**config.mk**
```make
export PLATFORM = sky130hd
export DESIGN_NAME = alu_arbiter
export DESIGN_NICKNAME = d
export VERILOG_FILES = /design/src/rtl/alu_arbiter.sv
export SDC_FILE = /design/constraint.sdc
export NUM_CORES = 1
export LEC_CHECK = 0
export CAP_MARGIN = 10
export CORE_MARGIN = 5
export CORE_UTILIZATION = 40
export CTS_CLUSTER_DIAMETER = 60
export CTS_CLUSTER_SIZE = 30
export DETAILED_ROUTE_END_ITERATION = 8
export HOLD_SLACK_MARGIN = 0.05
export PLACE_DENSITY = 0.79
export SYNTH_ARGS = -nofsm -noshare
export SYNTH_HDL_FRONTEND = slang
export SYNTH_SLANG_ARGS = --single-unit
```
**constraint.sdc**
```tcl
create_clock -name clk -period 3.4 [get_ports clk]
set_input_delay 0.51 -clock clk [delete_from_list [all_inputs] [get_ports clk]]
set_output_delay 0.51 -clock clk [all_outputs]
set_load 0.02 [all_outputs]
```
**src/rtl/alu_arbiter.sv**
```systemverilog
// ---------------------------------------------------------------------------
// alu_arbiter
//
// Shares one single-cycle ALU between two requesters. Each requester offers
// operands over a valid/ready handshake; the arbiter picks one, registers its
// operands into the ALU, captures the ALU result one cycle later into that
// port's response register, then holds the response until it is consumed.
// Ties go round-robin: the port that was not served last wins.
//
// Sequence per operation: IDLE (accept) -> EXEC (ALU settles) -> RESP (hold
// until consumed) -> IDLE, giving at most one operation every three clocks.
//
// Ports
//   clk, rst_n                  clock, asynchronous active-low reset
//   req{0,1}_valid/_ready       request handshake (ready is combinational,
//                               only in IDLE, never both ports at once)
//   req{0,1}_a/_b/_op           request operands and ALU code
//   rsp{0,1}_valid/_ready       response handshake
//   rsp{0,1}_result/_zero       captured ALU result and zero flag
//   alu_a/alu_b/alu_control     registered operands to the ALU; they keep the
//                               last granted values while idle
//   alu_result/alu_zero         ALU outputs
//   gnt{0,1}_cnt                per-port grant counters (only when
//                               ALU_ARB_PERF_EN is defined; wrap at 2^CNT_W)
//
// Build option: define ALU_ARB_PERF_EN to add the grant counters.
// ---------------------------------------------------------------------------
module alu_arbiter #(
    parameter int WIDTH = 32,
    parameter int CNT_W = 16
) (
    input  logic             clk,
    input  logic             rst_n,
    input  logic             req0_valid,
    output logic             req0_ready,
    input  logic [WIDTH-1:0] req0_a,
    input  logic [WIDTH-1:0] req0_b,
    input  logic [3:0]       req0_op,
    input  logic             req1_valid,
    output logic             req1_ready,
    input  logic [WIDTH-1:0] req1_a,
    input  logic [WIDTH-1:0] req1_b,
    input  logic [3:0]       req1_op,
    output logic             rsp0_valid,
    input  logic             rsp0_ready,
    output logic [WIDTH-1:0] rsp0_result,
    output logic             rsp0_zero,
    output logic             rsp1_valid,
    input  logic             rsp1_ready,
    output logic [WIDTH-1:0] rsp1_result,
    output logic             rsp1_zero,
    output logic [WIDTH-1:0] alu_a,
    output logic [WIDTH-1:0] alu_b,
    output logic [3:0]       alu_control,
    input  logic [WIDTH-1:0] alu_result,
    input  logic             alu_zero
`ifdef ALU_ARB_PERF_EN
    ,
    output logic [CNT_W-1:0] gnt0_cnt,
    output logic [CNT_W-1:0] gnt1_cnt
`endif
);

    typedef enum logic [1:0] {
        IDLE = 2'd0,
        EXEC = 2'd1,
        RESP = 2'd2
    } state_t;

    state_t state;
    logic   last_gnt;   // port served most recently; the other wins a tie
    logic   gnt_id;     // port currently being served
    logic   grant0;
    logic   grant1;

    // Arbitration: a lone valid port wins outright; on a tie the port that
    // was not served last wins, so the two grants are mutually exclusive.
    assign grant0 = (state == IDLE) && req0_valid && (!req1_valid || last_gnt);
    assign grant1 = (state == IDLE) && req1_valid && (!req0_valid || !last_gnt);

    // Ready is forced low while reset is asserted so nothing looks accepted.
    assign req0_ready = rst_n && grant0;
    assign req1_ready = rst_n && grant1;

    always_ff @(posedge clk or negedge rst_n) begin
        if (!rst_n) begin
            state       <= IDLE;
            last_gnt    <= 1'b1;
            gnt_id      <= 1'b0;
            alu_a       <= '0;
            alu_b       <= '0;
            alu_control <= '0;
            rsp0_valid  <= 1'b0;
            rsp0_result <= '0;
            rsp0_zero   <= 1'b0;
            rsp1_valid  <= 1'b0;
            rsp1_result <= '0;
            rsp1_zero   <= 1'b0;
        end else begin
            case (state)
                IDLE: begin
                    if (grant0) begin
                        alu_a       <= req0_a;
                        alu_b       <= req0_b;
                        alu_control <= req0_op;
                        gnt_id      <= 1'b0;
                        state       <= EXEC;
                    end else if (grant1) begin
                        alu_a       <= req1_a;
                        alu_b       <= req1_b;
                        alu_control <= req1_op;
                        gnt_id      <= 1'b1;
                        state       <= EXEC;
                    end
                end
                EXEC: begin
                    // The ALU has had a full cycle on the registered operands.
                    if (!gnt_id) begin
                        rsp0_result <= alu_result;
                        rsp0_zero   <= alu_zero;
                        rsp0_valid  <= 1'b1;
                    end else begin
                        rsp1_result <= alu_result;
                        rsp1_zero   <= alu_zero;
                        rsp1_valid  <= 1'b1;
                    end
                    state <= RESP;
                end
                RESP: begin
                    if (!gnt_id && rsp0_ready) begin
                        rsp0_valid <= 1'b0;
                        last_gnt   <= 1'b0;
                        state      <= IDLE;
                    end else if (gnt_id && rsp1_ready) begin
                        rsp1_valid <= 1'b0;
                        last_gnt   <= 1'b1;
                        state      <= IDLE;
                    end
                end
                default: state <= IDLE;
            endcase
        end
    end

`ifdef ALU_ARB_PERF_EN
    // Grant counters advance on each accepted request and wrap naturally.
    always_ff @(posedge clk or negedge rst_n) begin
        if (!rst_n) begin
            gnt0_cnt <= '0;
            gnt1_cnt <= '0;
        end else begin
            if (grant0) gnt0_cnt <= gnt0_cnt + 1'b1;
            if (grant1) gnt1_cnt <= gnt1_cnt + 1'b1;
        end
    end
`endif

    // Reject degenerate parameter overrides at elaboration.
    if (CNT_W < 1) begin : g_bad_cnt_w
        $error("alu_arbiter: CNT_W must be at least 1");
    end
    if (WIDTH < 1) begin : g_bad_width
        $error("alu_arbiter: WIDTH must be at least 1");
    end

endmodule

```
==> results of run 1 <==
cells in the final DEF, fill, tap and decap left out, types with 2 or more instances in the layout:
cell type and count:
a21oi_1 6, buf_12 2, buf_4 10, bufinv_16 4, clkbuf_16 17, clkdlybuf4s50_1 310, clkinv_4 4, dfrtp_1 139
inv_1 70, inv_6 3, inv_8 2, mux2_2 66, nand2_1 3, nand3_1 2, nand3b_1 2, nand4_1 68
nor2_1 6, nor2_4 2, o21ai_0 68, o311ai_1 58, o311ai_2 10
power groups by stage:
stage	clock network (mW)	registers, mW	logic, mW
3_5_place_dp	0	3.04	5.31
4_1_cts	2.06	3.02	5.33
6_report	2.02	3.02	5.27
3_3_place_gp	0	3.00	5.22
2_1_floorplan	0	3.96	1.89
5_1_grt	2.14	3.14	5.63
cell type report:
| cell class | instances | area share [%] |
|---|---|---|
| Multi-Input combinational cell | 301 | 23.1 |
| Timing Repair Buffer | 325 | 31.4 |
| Sequential cell | 140 | 34.0 |
| Clock buffer | 19 | 4.29 |
| Inverter | 70 | 2.55 |
| Clock inverter | 13 | 1.98 |
| Tap cell | 216 | 2.62 |
cell families (layout without fill, tap and decap cells):
logic type,after synthesis,count (layout),synth area share (%)
buf+inv,131,427,9.07
compound gates,143,143,16.3
flops,140,140,54.3
mux,67,67,11.7
simple gates,91,91,8.69
critical path: stages, from the launching register on:
cell and delay (ps):
dfrtp_1 500, nor2_8 350, and3_2 240, and2_1 120, clkdlybuf4s50_1 660
registers in the layout (all words and copies together) (netlist names):
signal       cells
alu_a           32
alu_b           32
alu_control      4
gnt_id           1
last_gnt         1
rsp0_result     32
rsp0_valid       1
rsp0_zero        1
rsp1_result     32
rsp1_valid       1
rsp1_zero        1
state            2
per-layer routing:
layer	vias to the layer above	GRT usage, %
met5	-	0
met3	27	8.35
li1	2684	-
met2	291	38.3
met4	0	8.09
met1	2866	28.5
what timing repair did:
item	4_1_cts	5_1_grt
endpoints found under the hold margin	33	0
hold buffers	1	0
endpoints found under the setup margin	0	0
per-stage QoR:
step	area, sq um	total power [mW]
global route	10300	10.9
global placement	9660	8.22
floorplan	6450	5.85
CTS	10300	10.4
detailed placement	9660	8.35
finish	10300	10.3
cell usage after synthesis:
cell type  instances
o21ai_0           68
nor2b_1            1
nand3_1            2
and4_1             1
nand4_1           68
a21oi_1            6
inv_1             70
and3_1             1
nand2b_1           2
clkbuf_2           1
or2_1              1
dfstp_2            1
buf_2             14
mux2_2            66
and2_1             1
nor2_1             7
o311ai_2          10
buf_1              1
buf_4              4
nor2_2             1
o21ai_2            1
nand3b_1           2
mux2i_1            1
nand2_1            3
clkbuf_1          33
nor2_8             1
dfrtp_1          139
o311ai_1          58
buf_6              8
how the worst max path moves through the flow:
stage	to	from	cells after the start
3_5_place_dp	req0_ready	req1_valid	5
6_report	req0_ready	state[0]	4
2_1_floorplan	req0_ready	last_gnt	6
4_1_cts	req0_ready	state[0]	4
5_1_grt	req1_ready	rst_n	4
3_3_place_gp	req0_ready	req1_valid	5
==> impl_metrics.csv, run 1 <==
group,metric,value,unit
setup_path,worstSetupStartpointType,"register",
timing,timing.hold.ws,501,ps
logic_synthesis,syn_inst,572,
timing,finalHoldViolations,0,
cells_and_area,antenna_cells,0,
die,die_x,137,um
routing,num_vias,5868,
clock_network,cts_root_buffer,"clkbuf_16",
cells_and_area,area_growth,59.8,%
setup_path,end_kind,"primary output",
power,p_int,6.31,mW
cells_and_area,drive_gt1_share,14.9,%
hold_path,worstHoldEndpoint,"rsp1_result[29]",
logic_synthesis,synth_warnings,0,
setup_path,cp_data_arrival_time,2290,ps
routing,met2_length,10.7,mm
cells_and_area,multiInputGateArea,2390,sq um
clock_network,post_cts_buffers,0,
clock_network,cts_tree,"yes",
die,coreArea,15900,sq um
routing,met1Wirelength,8.54,mm
setup_path,crit_type,"reg -> out",
placement,dp_cells,1051,
setup_path,r2r-start,"state[0]",
global_routing,grt-ovfl-total,0,
clock_network,cts_sinks,140,
logic_synthesis,ys_types,29,
global_routing,antenna_found_initial,0,
setup_path,rr_worst_depth,4,
placement,dp_slack,641,ps
timing,min_period_over_period,82.3,%
cells_and_area,fin_cells,1084,
logic_synthesis,synth-seq-cells,140,
placement,dpl.hpwl,15.2,mm
cells_and_area,nFillCells,1265,
die,die-area,18800,sq um
setup_path,worstPathMaxFanout,21,
cells_and_area,finalCoreUtilization,64.9,%
power,power_frac_seq,29.3,%
job,cap_violations,0,
global_routing,grt_pass1_vias,5958,
hold_path,worstHoldPathType,"reg -> reg",
die,initial_core_util,40.6,%
cells_and_area,nets,1030,
setup_path,crit_required,2890,ps
routing,route.met3.wl,2.36,mm
clock_network,cts_buffers,17,
timing,setup_tns,0,ps
placement,portBuffers,312,
cells_and_area,regArea,3500,sq um
timing,rsz0062_at_grt,"false",
routing,drt-initial-drc-count,296,
routing,ant_nets,0,
timing,drv_slew,0,
die,io_pins,313,
routing,wl_per_cell,20.4,um
logic_synthesis,synth_largest_area_cell,"dfrtp_1",
die,row_count,46,
timing,tightest_slew,991,ps
timing,fin_worst_skew,5.55,ps
clock_network,clock_path_buffers,2,
clock_network,insertion_delay,410,ps
setup_path,reg2reg_slack,1220,ps
routing,dr.pass1.iters,4,
global_routing,grt_util_all_layers,23.3,%
routing,viasPerCell,5.41,
routing,top_layer_used,"met4",
timing,max-slew-margin-rel,33.8,%
routing,drc,0,
logic_synthesis,syn_area,6450,sq um
timing,setup_violations,0,
run_status,outcome,"complete, no violations",
power,p_switching,4.00,mW
die,die_y,137,um
logic_synthesis,syn_avg_cell_area,11.3,sq um
timing,fmaxAchievable,357,MHz
clock_network,cts_resized,0,
logic_synthesis,syn_nets,747,
global_routing,grt_pass1_wl,33.5,mm
power,p_clk_share,19.6,%
timing,fin_crit,2800,ps
power,p_per_area,1000,nW/um^2
logic_synthesis,yosys.area.top_type_share,53.9,%
clock_network,htreeDepth,4,
timing,layout_setup_ws,602,ps
routing,finalWirelength,22.1,mm
setup_path,r2r-end,"alu_a[24]",
power,comb_power_share,51.1,%
global_routing,grt_max_degree,70,
hold_path,hold_path_depth,1,
placement,gp_congestion,0.804,
hold_path,min_from,"rsp1_result[29]",
power,p_leak,4.24,nW
clock_network,path_clk_slew,60,ps
power,switching_share,38.8,%
logic_synthesis,ys_seq_area_share,54.3,%
logic_synthesis,yosys-top-cells-area,"dfrtp_1, mux2_2, o311ai_1",
power,max-vdd-ir-drop,474,uV
Note: power is estimated with default switching activity, not from simulation.
==> run 2, diff against run 1 <==
--- a/config.mk
+++ b/config.mk
@@ -7,12 +7,12 @@
 export LEC_CHECK = 0
 export CAP_MARGIN = 10
 export CORE_MARGIN = 5
-export CORE_UTILIZATION = 40
+export CORE_UTILIZATION = 37
 export CTS_CLUSTER_DIAMETER = 60
 export CTS_CLUSTER_SIZE = 30
 export DETAILED_ROUTE_END_ITERATION = 8
 export HOLD_SLACK_MARGIN = 0.05
-export PLACE_DENSITY = 0.79
+export PLACE_DENSITY = 0.77
 export SYNTH_ARGS = -nofsm -noshare
 export SYNTH_HDL_FRONTEND = slang
 export SYNTH_SLANG_ARGS = --single-unit
==> constraint.sdc (replaced) <==
create_clock -name clk -period 2.34 [get_ports clk]
set_input_delay 0.351 -clock clk [delete_from_list [all_inputs] [get_ports clk]]
set_output_delay 0.351 -clock clk [all_outputs]
set_load 0.02 [all_outputs]
==> run 2 against run 1 <==
  * Final area is 0.30% higher
  * Utilization is 4.7 points lower
  * Sequential share of layout area is 0.079 points lower
  * Register-to-register slack worse by 810 ps
  * Total power is 44% higher
  * Cell count is 1.3% higher
  * Clock skew is 4.0 ps higher
  * Global-route usage is 1.9 points lower
  * Largest power group unchanged
  * Highest routed layer is now met5
==> impl_metrics.csv, run 2 (synthesis results as in run 1) <==
group,metric,value,unit
run_status,outcome,"complete, no violations",
clock_network,cts_tree,"yes",
cells_and_area,area_growth,60.3,%
clock_network,post_cts_buffers,0,
job,cap_violations,0,
placement,dp_slack,162,ps
setup_path,end_kind,"primary output",
placement,gp_congestion,0.814,
clock_network,cts_root_buffer,"clkbuf_16",
timing,max-slew-margin-rel,48.2,%
die,row_count,48,
setup_path,r2r-start,"state[0]",
placement,dp_cells,1064,
clock_network,cts_sinks,140,
timing,drv_slew,0,
die,die-area,20200,sq um
timing,finalHoldViolations,0,
die,initial_core_util,37.6,%
global_routing,grt-ovfl-total,0,
cells_and_area,fin_cells,1098,
timing,rsz0062_at_grt,"false",
hold_path,worstHoldPathType,"in -> async",
clock_network,path_clk_slew,70,ps
timing,tightest_slew,777,ps
setup_path,worstPathMaxFanout,8,
cells_and_area,layout_commonest_cell,"clkdlybuf4s50_1",
die,die_y,142,um
clock_network,cts_buffers,17,
routing,ant_nets,0,
setup_path,cp-startpoint,"state[0]",
global_routing,antenna_found_initial,2,
routing,dr.pass1.iters,5,
cells_and_area,post-route-cell-area,10300,sq um
placement,portBuffers,312,
timing,min_period_over_period,90.8,%
setup_path,worstSetupStartpointType,"register",
routing,num_vias,5948,
global_routing,grt_util_all_layers,21.5,%
power,p_per_area,1430,nW/um^2
routing,drc,0,
routing,drt-initial-drc-count,273,
power,finalPower,14.8,mW
routing,finalWirelength,22.2,mm
timing,fin_worst_skew,9.51,ps
clock_network,insertion_delay,420,ps
die,die_x,142,um
timing,setup_violations,0,
clock_network,htreeDepth,4,
placement,place_area,9730,sq um
clock_network,clock_path_buffers,2,
routing,wl_per_cell,20.2,um
timing,setup_tns,0,ps
cells_and_area,finalCoreUtilization,60.2,%
cells_and_area,mostFrequentLayoutCells,"clkdlybuf4s50_1, dfrtp_1, inv_1",
global_routing,grt_pass1_vias,5973,
setup_path,cp_data_arrival_time,1770,ps
routing,viasPerCell,5.42,
die,coreArea,17200,sq um
timing,fmaxAchievable,471,MHz
timing,timing.hold.ws,365,ps
cells_and_area,nFillCells,1452,
cells_and_area,nets,1034,
setup_path,crit_type,"reg -> out",
global_routing,grt_max_degree,130,
placement,dpl.hpwl,15.6,mm
global_routing,grt_pass1_wl,34.0,mm
die,io_pins,313,
setup_path,crit_required,1990,ps
timing,layout_setup_ws,216,ps
power,max-vdd-ir-drop,700,uV
power,p_leak,4.26,nW
cells_and_area,drive_gt1_share,15.6,%
timing,fin_crit,2120,ps
==> run 2: cell count changes in the layout (fill, tap and decap cells not counted), sizes merged, moves of 2 or more <==
| cell | delta |
|---|---|
| buf | +4 |
| inv | +4 |
| bufinv | -2 |
| clkbuf | -2 |
| clkdlybuf4s50 | -2 |
| clkinv | -2 |
| clkinvlp | +2 |
==> run 2: routing by layer <==
metal  wire, um  GRT usage [%]  vias to the layer above  share of wire, %
li1           -              -                     2700                 -
met1       8870           26.6                     2935                40
met2      10800           35.9                      274                49
met3       1960           6.96                       37               8.9
met4        495           6.36                        2               2.2
met5          7              0                        -             0.032
==> run 2: cell type report <==
cell class / instances / area, sq um / share of cell area, %
Tap cell: 225 / 282 / 2.72
Sequential cell: 140 / 3510 / 33.9
Timing Repair Buffer: 329 / 3310 / 32.0
Inverter: 70 / 263 / 2.54
Multi-Input combinational cell: 301 / 2380 / 23.0
Antenna cell: 1 / 2.50 / 0.0242
Clock buffer: 17 / 425 / 4.11
Clock inverter: 15 / 173 / 1.67
==> run 2: power breakdown <==
part | internal [mW] | switching, mW | total (mW)
clock network | 1.61 | 1.13 | 2.74
logic | 3.69 | 4.03 | 7.72
registers | 3.68 | 0.686 | 4.37
total | 8.98 | 5.85 | 14.8
==> run 2: final timing paths <==
check                           cells after the start  slack, ps              end
min in group clk                                    3        370        alu_a[22]
worst max register to register                      5        410        alu_a[29]
max in group asynchronous                           3       1030        alu_b[24]
worst min register to register                      1        500  rsp0_result[28]
worst min-delay path                                2        370         alu_b[5]
worst max-delay path                                4        220       req0_ready
==> run 2: what timing repair did <==
action | in CTS | in global routing
resized for setup | 3 | 1
endpoints found under the setup margin | 1 | 1
endpoints found under the hold margin | 11 | 0
hold buffers | 1 | 0
==> run 2: critical path: stages, from the launching register on <==
cell           delay (ps)
dfrtp_2               480
nor2_8                190
and3_2                240
and2_1                120
dlygate4sd2_1         320
